File: src/rtl/MIPS_pkg.sv
// Shared MIPS definitions: opcode field values, main-control state encoding,
// and the select/opcode encodings consumed by the ALU decoder and datapath.
package MIPS_pkg;

    // Opcode field (instr[31:26]) values the multi-cycle core supports.
    typedef enum logic [5:0] {
        MIPS_RTYPE_OP = 6'h00,
        MIPS_J_OP     = 6'h02,
        MIPS_BEQ_OP   = 6'h04,
        MIPS_ADDI_OP  = 6'h08,
        MIPS_LW_OP    = 6'h23,
        MIPS_SW_OP    = 6'h2B
    } mips_opcode_e;

    // Main control states. Encodings 12..15 are unused and recover to FETCH.
    typedef enum logic [3:0] {
        FETCH    = 4'd0,
        DECODE   = 4'd1,
        MEMADR   = 4'd2,
        MEMRD    = 4'd3,
        MEMWB    = 4'd4,
        MEMWR    = 4'd5,
        EXECUTE  = 4'd6,
        ALUWB    = 4'd7,
        BRANCH   = 4'd8,
        ADDIEXEC = 4'd9,
        ADDIWB   = 4'd10,
        JUMP     = 4'd11
    } ctrl_state_e;

    // ALUOp handed to the ALU decoder.
    localparam logic [1:0] ALU_OP_ADD   = 2'b00;
    localparam logic [1:0] ALU_OP_SUB   = 2'b01;
    localparam logic [1:0] ALU_OP_FUNCT = 2'b10;

    // ALU B operand select.
    localparam logic [1:0] SRCB_REG     = 2'b00;
    localparam logic [1:0] SRCB_FOUR    = 2'b01;
    localparam logic [1:0] SRCB_IMM     = 2'b10;
    localparam logic [1:0] SRCB_IMM_SH2 = 2'b11;

    // PC source select.
    localparam logic [1:0] PC_SRC_ALU    = 2'b00;
    localparam logic [1:0] PC_SRC_ALUOUT = 2'b01;
    localparam logic [1:0] PC_SRC_JUMP   = 2'b10;

endpackage

File: src/rtl/mips_main_ctrl_fsm.sv
// Main control unit of the multi-cycle MIPS core. Moore FSM walking
// fetch/decode/execute/memory/writeback; outputs decode from the state only
// (plus mem_ready/zero qualifying the PC and IR enables). The write enables
// are gated by rst_n so nothing is written while the core is held in reset.
module mips_main_ctrl_fsm
    import MIPS_pkg::*;
#(
    parameter int CNT_W = 32
) (
    input  logic             clk,
    input  logic             rst_n,
    input  logic [5:0]       opcode,
    input  logic             zero,
    input  logic             mem_ready,
    output logic             iord,
    output logic             mem_write,
    output logic             ir_write,
    output logic             reg_dst,
    output logic             mem_to_reg,
    output logic             reg_write,
    output logic             alu_src_a,
    output logic [1:0]       alu_src_b,
    output logic [1:0]       alu_op,
    output logic [1:0]       pc_src,
    output logic             pc_en,
    output logic             illegal_op,
    output logic [3:0]       state_o,
    output logic [CNT_W-1:0] instr_count
);

    localparam logic [CNT_W-1:0] CNT_ONE = {{(CNT_W-1){1'b0}}, 1'b1};

    ctrl_state_e      r_state;
    ctrl_state_e      w_next_state;
    logic [CNT_W-1:0] r_instr_count;

    // Raw enables from the state decode, before reset gating.
    logic w_mem_write;
    logic w_ir_write;
    logic w_reg_write;
    logic w_pc_write_int;
    logic w_branch_int;
    logic w_illegal_op;

    // State register; reset returns to FETCH.
    always_ff @(posedge clk or negedge rst_n) begin
        if (!rst_n) begin
            r_state <= FETCH;
        end else begin
            r_state <= w_next_state;
        end
    end

    // Next-state logic; opcode is only consulted in DECODE and MEMADR.
    always_comb begin
        w_next_state = FETCH;
        case (r_state)
            FETCH:    w_next_state = mem_ready ? DECODE : FETCH;
            DECODE: begin
                case (opcode)
                    MIPS_LW_OP,
                    MIPS_SW_OP:    w_next_state = MEMADR;
                    MIPS_RTYPE_OP: w_next_state = EXECUTE;
                    MIPS_BEQ_OP:   w_next_state = BRANCH;
                    MIPS_ADDI_OP:  w_next_state = ADDIEXEC;
                    MIPS_J_OP:     w_next_state = JUMP;
                    default:       w_next_state = FETCH;
                endcase
            end
            MEMADR: begin
                if (opcode == MIPS_SW_OP) begin
                    w_next_state = MEMWR;
                end else if (opcode == MIPS_LW_OP) begin
                    w_next_state = MEMRD;
                end else begin
                    w_next_state = FETCH;
                end
            end
            MEMRD:    w_next_state = mem_ready ? MEMWB : MEMRD;
            MEMWB:    w_next_state = FETCH;
            MEMWR:    w_next_state = mem_ready ? FETCH : MEMWR;
            EXECUTE:  w_next_state = ALUWB;
            ALUWB:    w_next_state = FETCH;
            BRANCH:   w_next_state = FETCH;
            ADDIEXEC: w_next_state = ADDIWB;
            ADDIWB:   w_next_state = FETCH;
            JUMP:     w_next_state = FETCH;
            default:  w_next_state = FETCH;
        endcase
    end

    // Output decode; everything defaults to 0 so unused encodings are inert.
    always_comb begin
        iord           = 1'b0;
        w_mem_write    = 1'b0;
        w_ir_write     = 1'b0;
        reg_dst        = 1'b0;
        mem_to_reg     = 1'b0;
        w_reg_write    = 1'b0;
        alu_src_a      = 1'b0;
        alu_src_b      = SRCB_REG;
        alu_op         = ALU_OP_ADD;
        pc_src         = PC_SRC_ALU;
        w_pc_write_int = 1'b0;
        w_branch_int   = 1'b0;
        w_illegal_op   = 1'b0;
        case (r_state)
            FETCH: begin
                alu_src_b      = SRCB_FOUR;
                w_ir_write     = mem_ready;
                w_pc_write_int = mem_ready;
            end
            DECODE: begin
                alu_src_b = SRCB_IMM_SH2;
                case (opcode)
                    MIPS_LW_OP, MIPS_SW_OP, MIPS_RTYPE_OP,
                    MIPS_BEQ_OP, MIPS_ADDI_OP, MIPS_J_OP: w_illegal_op = 1'b0;
                    default:                              w_illegal_op = 1'b1;
                endcase
            end
            MEMADR: begin
                alu_src_a = 1'b1;
                alu_src_b = SRCB_IMM;
            end
            MEMRD: begin
                iord = 1'b1;
            end
            MEMWB: begin
                mem_to_reg  = 1'b1;
                w_reg_write = 1'b1;
            end
            MEMWR: begin
                iord        = 1'b1;
                w_mem_write = 1'b1;
            end
            EXECUTE: begin
                alu_src_a = 1'b1;
                alu_op    = ALU_OP_FUNCT;
            end
            ALUWB: begin
                reg_dst     = 1'b1;
                w_reg_write = 1'b1;
            end
            BRANCH: begin
                alu_src_a    = 1'b1;
                alu_op       = ALU_OP_SUB;
                pc_src       = PC_SRC_ALUOUT;
                w_branch_int = 1'b1;
            end
            ADDIEXEC: begin
                alu_src_a = 1'b1;
                alu_src_b = SRCB_IMM;
            end
            ADDIWB: begin
                w_reg_write = 1'b1;
            end
            JUMP: begin
                pc_src         = PC_SRC_JUMP;
                w_pc_write_int = 1'b1;
            end
            default: begin
                iord = 1'b0;
            end
        endcase
    end

    // Enables are forced low while reset is asserted, independent of state.
    assign mem_write  = rst_n & w_mem_write;
    assign ir_write   = rst_n & w_ir_write;
    assign reg_write  = rst_n & w_reg_write;
    assign pc_en      = rst_n & (w_pc_write_int | (w_branch_int & zero));
    assign illegal_op = rst_n & w_illegal_op;

    // Retired-instruction counter: one count per IR load, wraps naturally.
    always_ff @(posedge clk or negedge rst_n) begin
        if (!rst_n) begin
            r_instr_count <= '0;
        end else if (ir_write) begin
            r_instr_count <= r_instr_count + CNT_ONE;
        end
    end

    assign state_o     = r_state;
    assign instr_count = r_instr_count;

endmodule

File: config.mk
export PLATFORM = sky130hd
export DESIGN_NAME = mips_main_ctrl_fsm
export DESIGN_NICKNAME = d
export VERILOG_FILES = /design/src/rtl/MIPS_pkg.sv /design/src/rtl/mips_main_ctrl_fsm.sv
export SDC_FILE = /design/constraint.sdc
export NUM_CORES = 1
export LEC_CHECK = 0
export BUFFER_PORTS_ARGS = -buffer_cell sky130_fd_sc_hd__buf_4
export CAP_MARGIN = 40
export CORE_ASPECT_RATIO = 0.6
export CORE_MARGIN = 1
export CORE_UTILIZATION = 34
export DETAILED_ROUTE_END_ITERATION = 8
export PLACE_DENSITY = 0.54
export SLEW_MARGIN = 10
export SYNTH_ARGS = -nofsm -noshare
export SYNTH_HDL_FRONTEND = slang
export SYNTH_SLANG_ARGS = --single-unit
File: constraint.sdc
create_clock -name clk -period 4.95 [get_ports clk]
set_input_delay 0.99 -clock clk [delete_from_list [all_inputs] [get_ports clk]]
set_output_delay 0.99 -clock clk [all_outputs]
set_load 0.005 [all_outputs]
==> run_results.csv <==
group,metric,value,unit
status,run_status,"complete, no violations",
power_and_ir_drop,vdd_ir_drop_max,0.131,mV
placed_design,detailed_place.area,2510,um^2
floorplan,rows,21,
sta,skew_final,0.00268,ns
route,routed_wirelength,4840,um
route,met1Wirelength,2820,um
power_and_ir_drop,total_leakage_power,1.24,nW
route,vias,1681,
synthesis,post-synth-top-count-cell,"dfrtp_1",
floorplan,chipHeight,61.1,um
worst_setup_path,r2r_setup_slack,2.89,ns
synthesis,synth_edf_count,0,
synthesis,portion_of_synthesized_cell_area_occupied_by_the_leading_cell_type,45.5,%
sta,worst_hold_slack,0.484,ns
clock_tree,ctsRootBufferMaster,"clkbuf_8",
layout,drive_above_1_share,30.3,%
hold_path,worstHoldPathType,"flop to flop",
worst_setup_path,timing.setup.critical_path_class,"primary input to output pin",
global_routing,number_of_antenna_violations_at_the_first_check_in_global_routing,0,
placed_design,finalWeightedCongestion,0.811,
layout,diodes,0,
clock_tree,clk_path_buf_depth,2,
layout,syn_to_final_growth,31.5,%
global_routing,grt_first_pass_wirelength,7610,um
sta,min_period_over_period,69.3,%
synthesis,syn-instance-count,202,
clock_tree,cts_tree,"built",
synthesis,postSynth.topFlopCell,"dfrtp_1",
floorplan,die-area,6140,um^2
global_routing,vias_in_the_first_global_route,1420,
worst_setup_path,timing.critical_path.to_type,"output pin",
worst_setup_path,worst_setup_path_start_kind,"primary input",
clock_tree,post_cts_sizing_count,0,
sta,setup_ws,1.52,ns
placed_design,buffer_ports.inserted,60,
floorplan,die_w,101,um
synthesis,synth_fp_nets,213,
route,top_layer_used,"met4",
worst_setup_path,critPathArrivalTime,2.44,ns
layout,final_std_cells_w_o_fill,344,
placed_design,place.detailed.hpwl,3630,um
route,met2_wirelength,1830,um
route,antenna_left,0,
worst_setup_path,critPathMaxFanout,39,
synthesis,synth_top_cells_by_area,"dfrtp_1 (45%), xnor2_1 (8.8%), xor2_1 (6.2%)",
sta,final_hold_viol_count,0,
power_and_ir_drop,power.density,281,nW/um^2
route,post-route-drc-count,0,
route,post_drt_wl_per_cell,14.1,um
floorplan,floorplan.initialDensity,35.4,%
synthesis,post-synth-top-area-cell,"dfrtp_1",
route,post_drt_via_cell_ratio,4.89,
synthesis,synth.yosys.seq_area_share,45.5,%
sta,final.setup.tns,0,ns
sta,finalSetupViolCount,0,
clock_tree,clock_insertion_delay_worst_skew,0.28,ns
clock_tree,htree_num_levels,2,
sta,rsz_0062_raised_after_global_routing,"false",
global_routing,global_route.usage.total,16.8,%
placed_design,pre_cts_slack,1.49,ns
layout,stdcell_area,2610,um^2
sta,slew-limit-headroom,60.2,%
floorplan,fp.coreArea,5600,um^2
placed_design,post-place-cells,337,
clock_tree,postCtsSetupBuffers,0,
route,drt_pre_antenna_iters,4,
synthesis,yosysUniqueCellTypes,37,
synthesis,syn-cell-area,1980,um^2
global_routing,grt_max_degree,40,
global_routing,grt.overflow.total,0,
clock_tree,numCtsBuffers,5,
route,drtIter0Drc,97,
sta,achievable-frequency,291,MHz
layout,fill_cells,582,
synthesis,yosys_register_bits,36,
clock_tree,clk_transition_reported_paths,0.07,ns
sta,max_slew.worst_pin.slew,0.597,ns
synthesis,synth_common_cells,"dfrtp_1 (36), xnor2_1 (20), nor2_1 (19)",
clock_tree,cts.sinks,36,
sta,timing.final.max_slew_violations,0,
sta,period_minus_ws_final,3.43,ns
synthesis,syn_avg_cell_area,9.81,um^2
layout,nets,275,
worst_setup_path,cp_data_required_time,3.96,ns
clock_tree,postCtsHoldBufs,0,
route,routed-wl-met3,160,um
floorplan,boundaryPins,61,
synthesis,synth-async-reset-ratio,100,%
synthesis,yosysWarningCount,0,
run,cap_violations,0,
## report_power, final
group / leakage [nW] / total [mW] / switching (mW) / internal (mW)
clock: 0.0503 / 0.224 / 0.0999 / 0.124
sequential: 0.493 / 0.361 / 0.0438 / 0.317
combinational: 0.699 / 0.147 / 0.0694 / 0.0776
## final timing paths
| kind | start | end | cells past startpoint |
|---|---|---|---|
| setup / recovery | rst_n | illegal_op | 5 |
| hold / removal | instr_count[31]$_DFFE_PN0P_ | instr_count[31]$_DFFE_PN0P_ | 1 |
| setup reg to reg | state_o[1]$_DFF_PN0_ | instr_count[22]$_DFFE_PN0P_ | 5 |
| max in group asynchronous | rst_n | instr_count[13]$_DFFE_PN0P_ | 1 |
| hold reg to reg | instr_count[31]$_DFFE_PN0P_ | instr_count[31]$_DFFE_PN0P_ | 1 |
| min in group asynchronous | rst_n | instr_count[5]$_DFFE_PN0P_ | 1 |
## per-layer routing
layer | global-route usage, % | vias up
met5 | 0 | -
met4 | 4.97 | 0
met1 | 27.4 | 802
li1 | - | 850
met3 | 4.43 | 2
met2 | 20.6 | 27
## kinds of logic after synthesis
group	Yosys count	share of synthesized area, %
AND/OR/NAND/NOR	103	30.1
flip-flops	36	45.5
XOR/XNOR	34	15.0
AO/OA/AOI/OAI	15	4.80
buffers and inverters	9	1.89
multiplexers	4	2.08
adder cells (fa/ha/maj)	1	0.632
## sequential cells by signal, summed over array words and instances, names as in the netlist
register / flops
instr_count: 32
state_o: 4
## cell usage in the layout, fill, tap and decap left out, drive strengths merged
| cell | instances |
|---|---|
| xnor2 | 20 |
| mux2i | 3 |
| nand2b | 3 |
| or3 | 2 |
| o32ai | 1 |
| nor2 | 19 |
| nor4 | 7 |
| a21oi | 6 |
| clkbuf | 7 |
| xor2 | 14 |
| mux2 | 1 |
| a211oi | 1 |
| o21a | 1 |
| o41ai | 1 |
| nand4b | 1 |
| ha | 1 |
| nor3 | 14 |
| and4 | 2 |
| a31oi | 2 |
| nand4 | 17 |
| or2 | 3 |
| nand2 | 17 |
| o21ai | 1 |
| and3 | 8 |
| o22ai | 1 |
| inv | 4 |
| a31o | 1 |
| nor3b | 1 |
| nand3 | 8 |
| dfrtp | 36 |
| or4 | 1 |
| buf | 60 |
## final cells by class
class	instances	area, um^2	area share, %
Multi-Input combinational cell	157	1040	40.0
Sequential cell	36	901	34.6
Timing Repair Buffer	60	450	17.3
Tap cell	80	100	3.84
Clock buffer	7	96.3	3.70
Inverter	4	15.0	0.576
## metrics by stage
step / utilization (%) / total power [mW]
after floorplan: - / 0.429
after global placement: 44.8 / 0.514
after detailed placement: 44.8 / 0.515
after CTS: 46.5 / 0.740
after global routing: 46.5 / 0.774
final: 46.5 / 0.732
## critical path, stage by stage
cell and delay (ns):
buf_4 0.40, inv_1 0.20, or4_1 0.55, a31oi_1 0.15, buf_4 0.13
(Power assumes the default switching activity.)
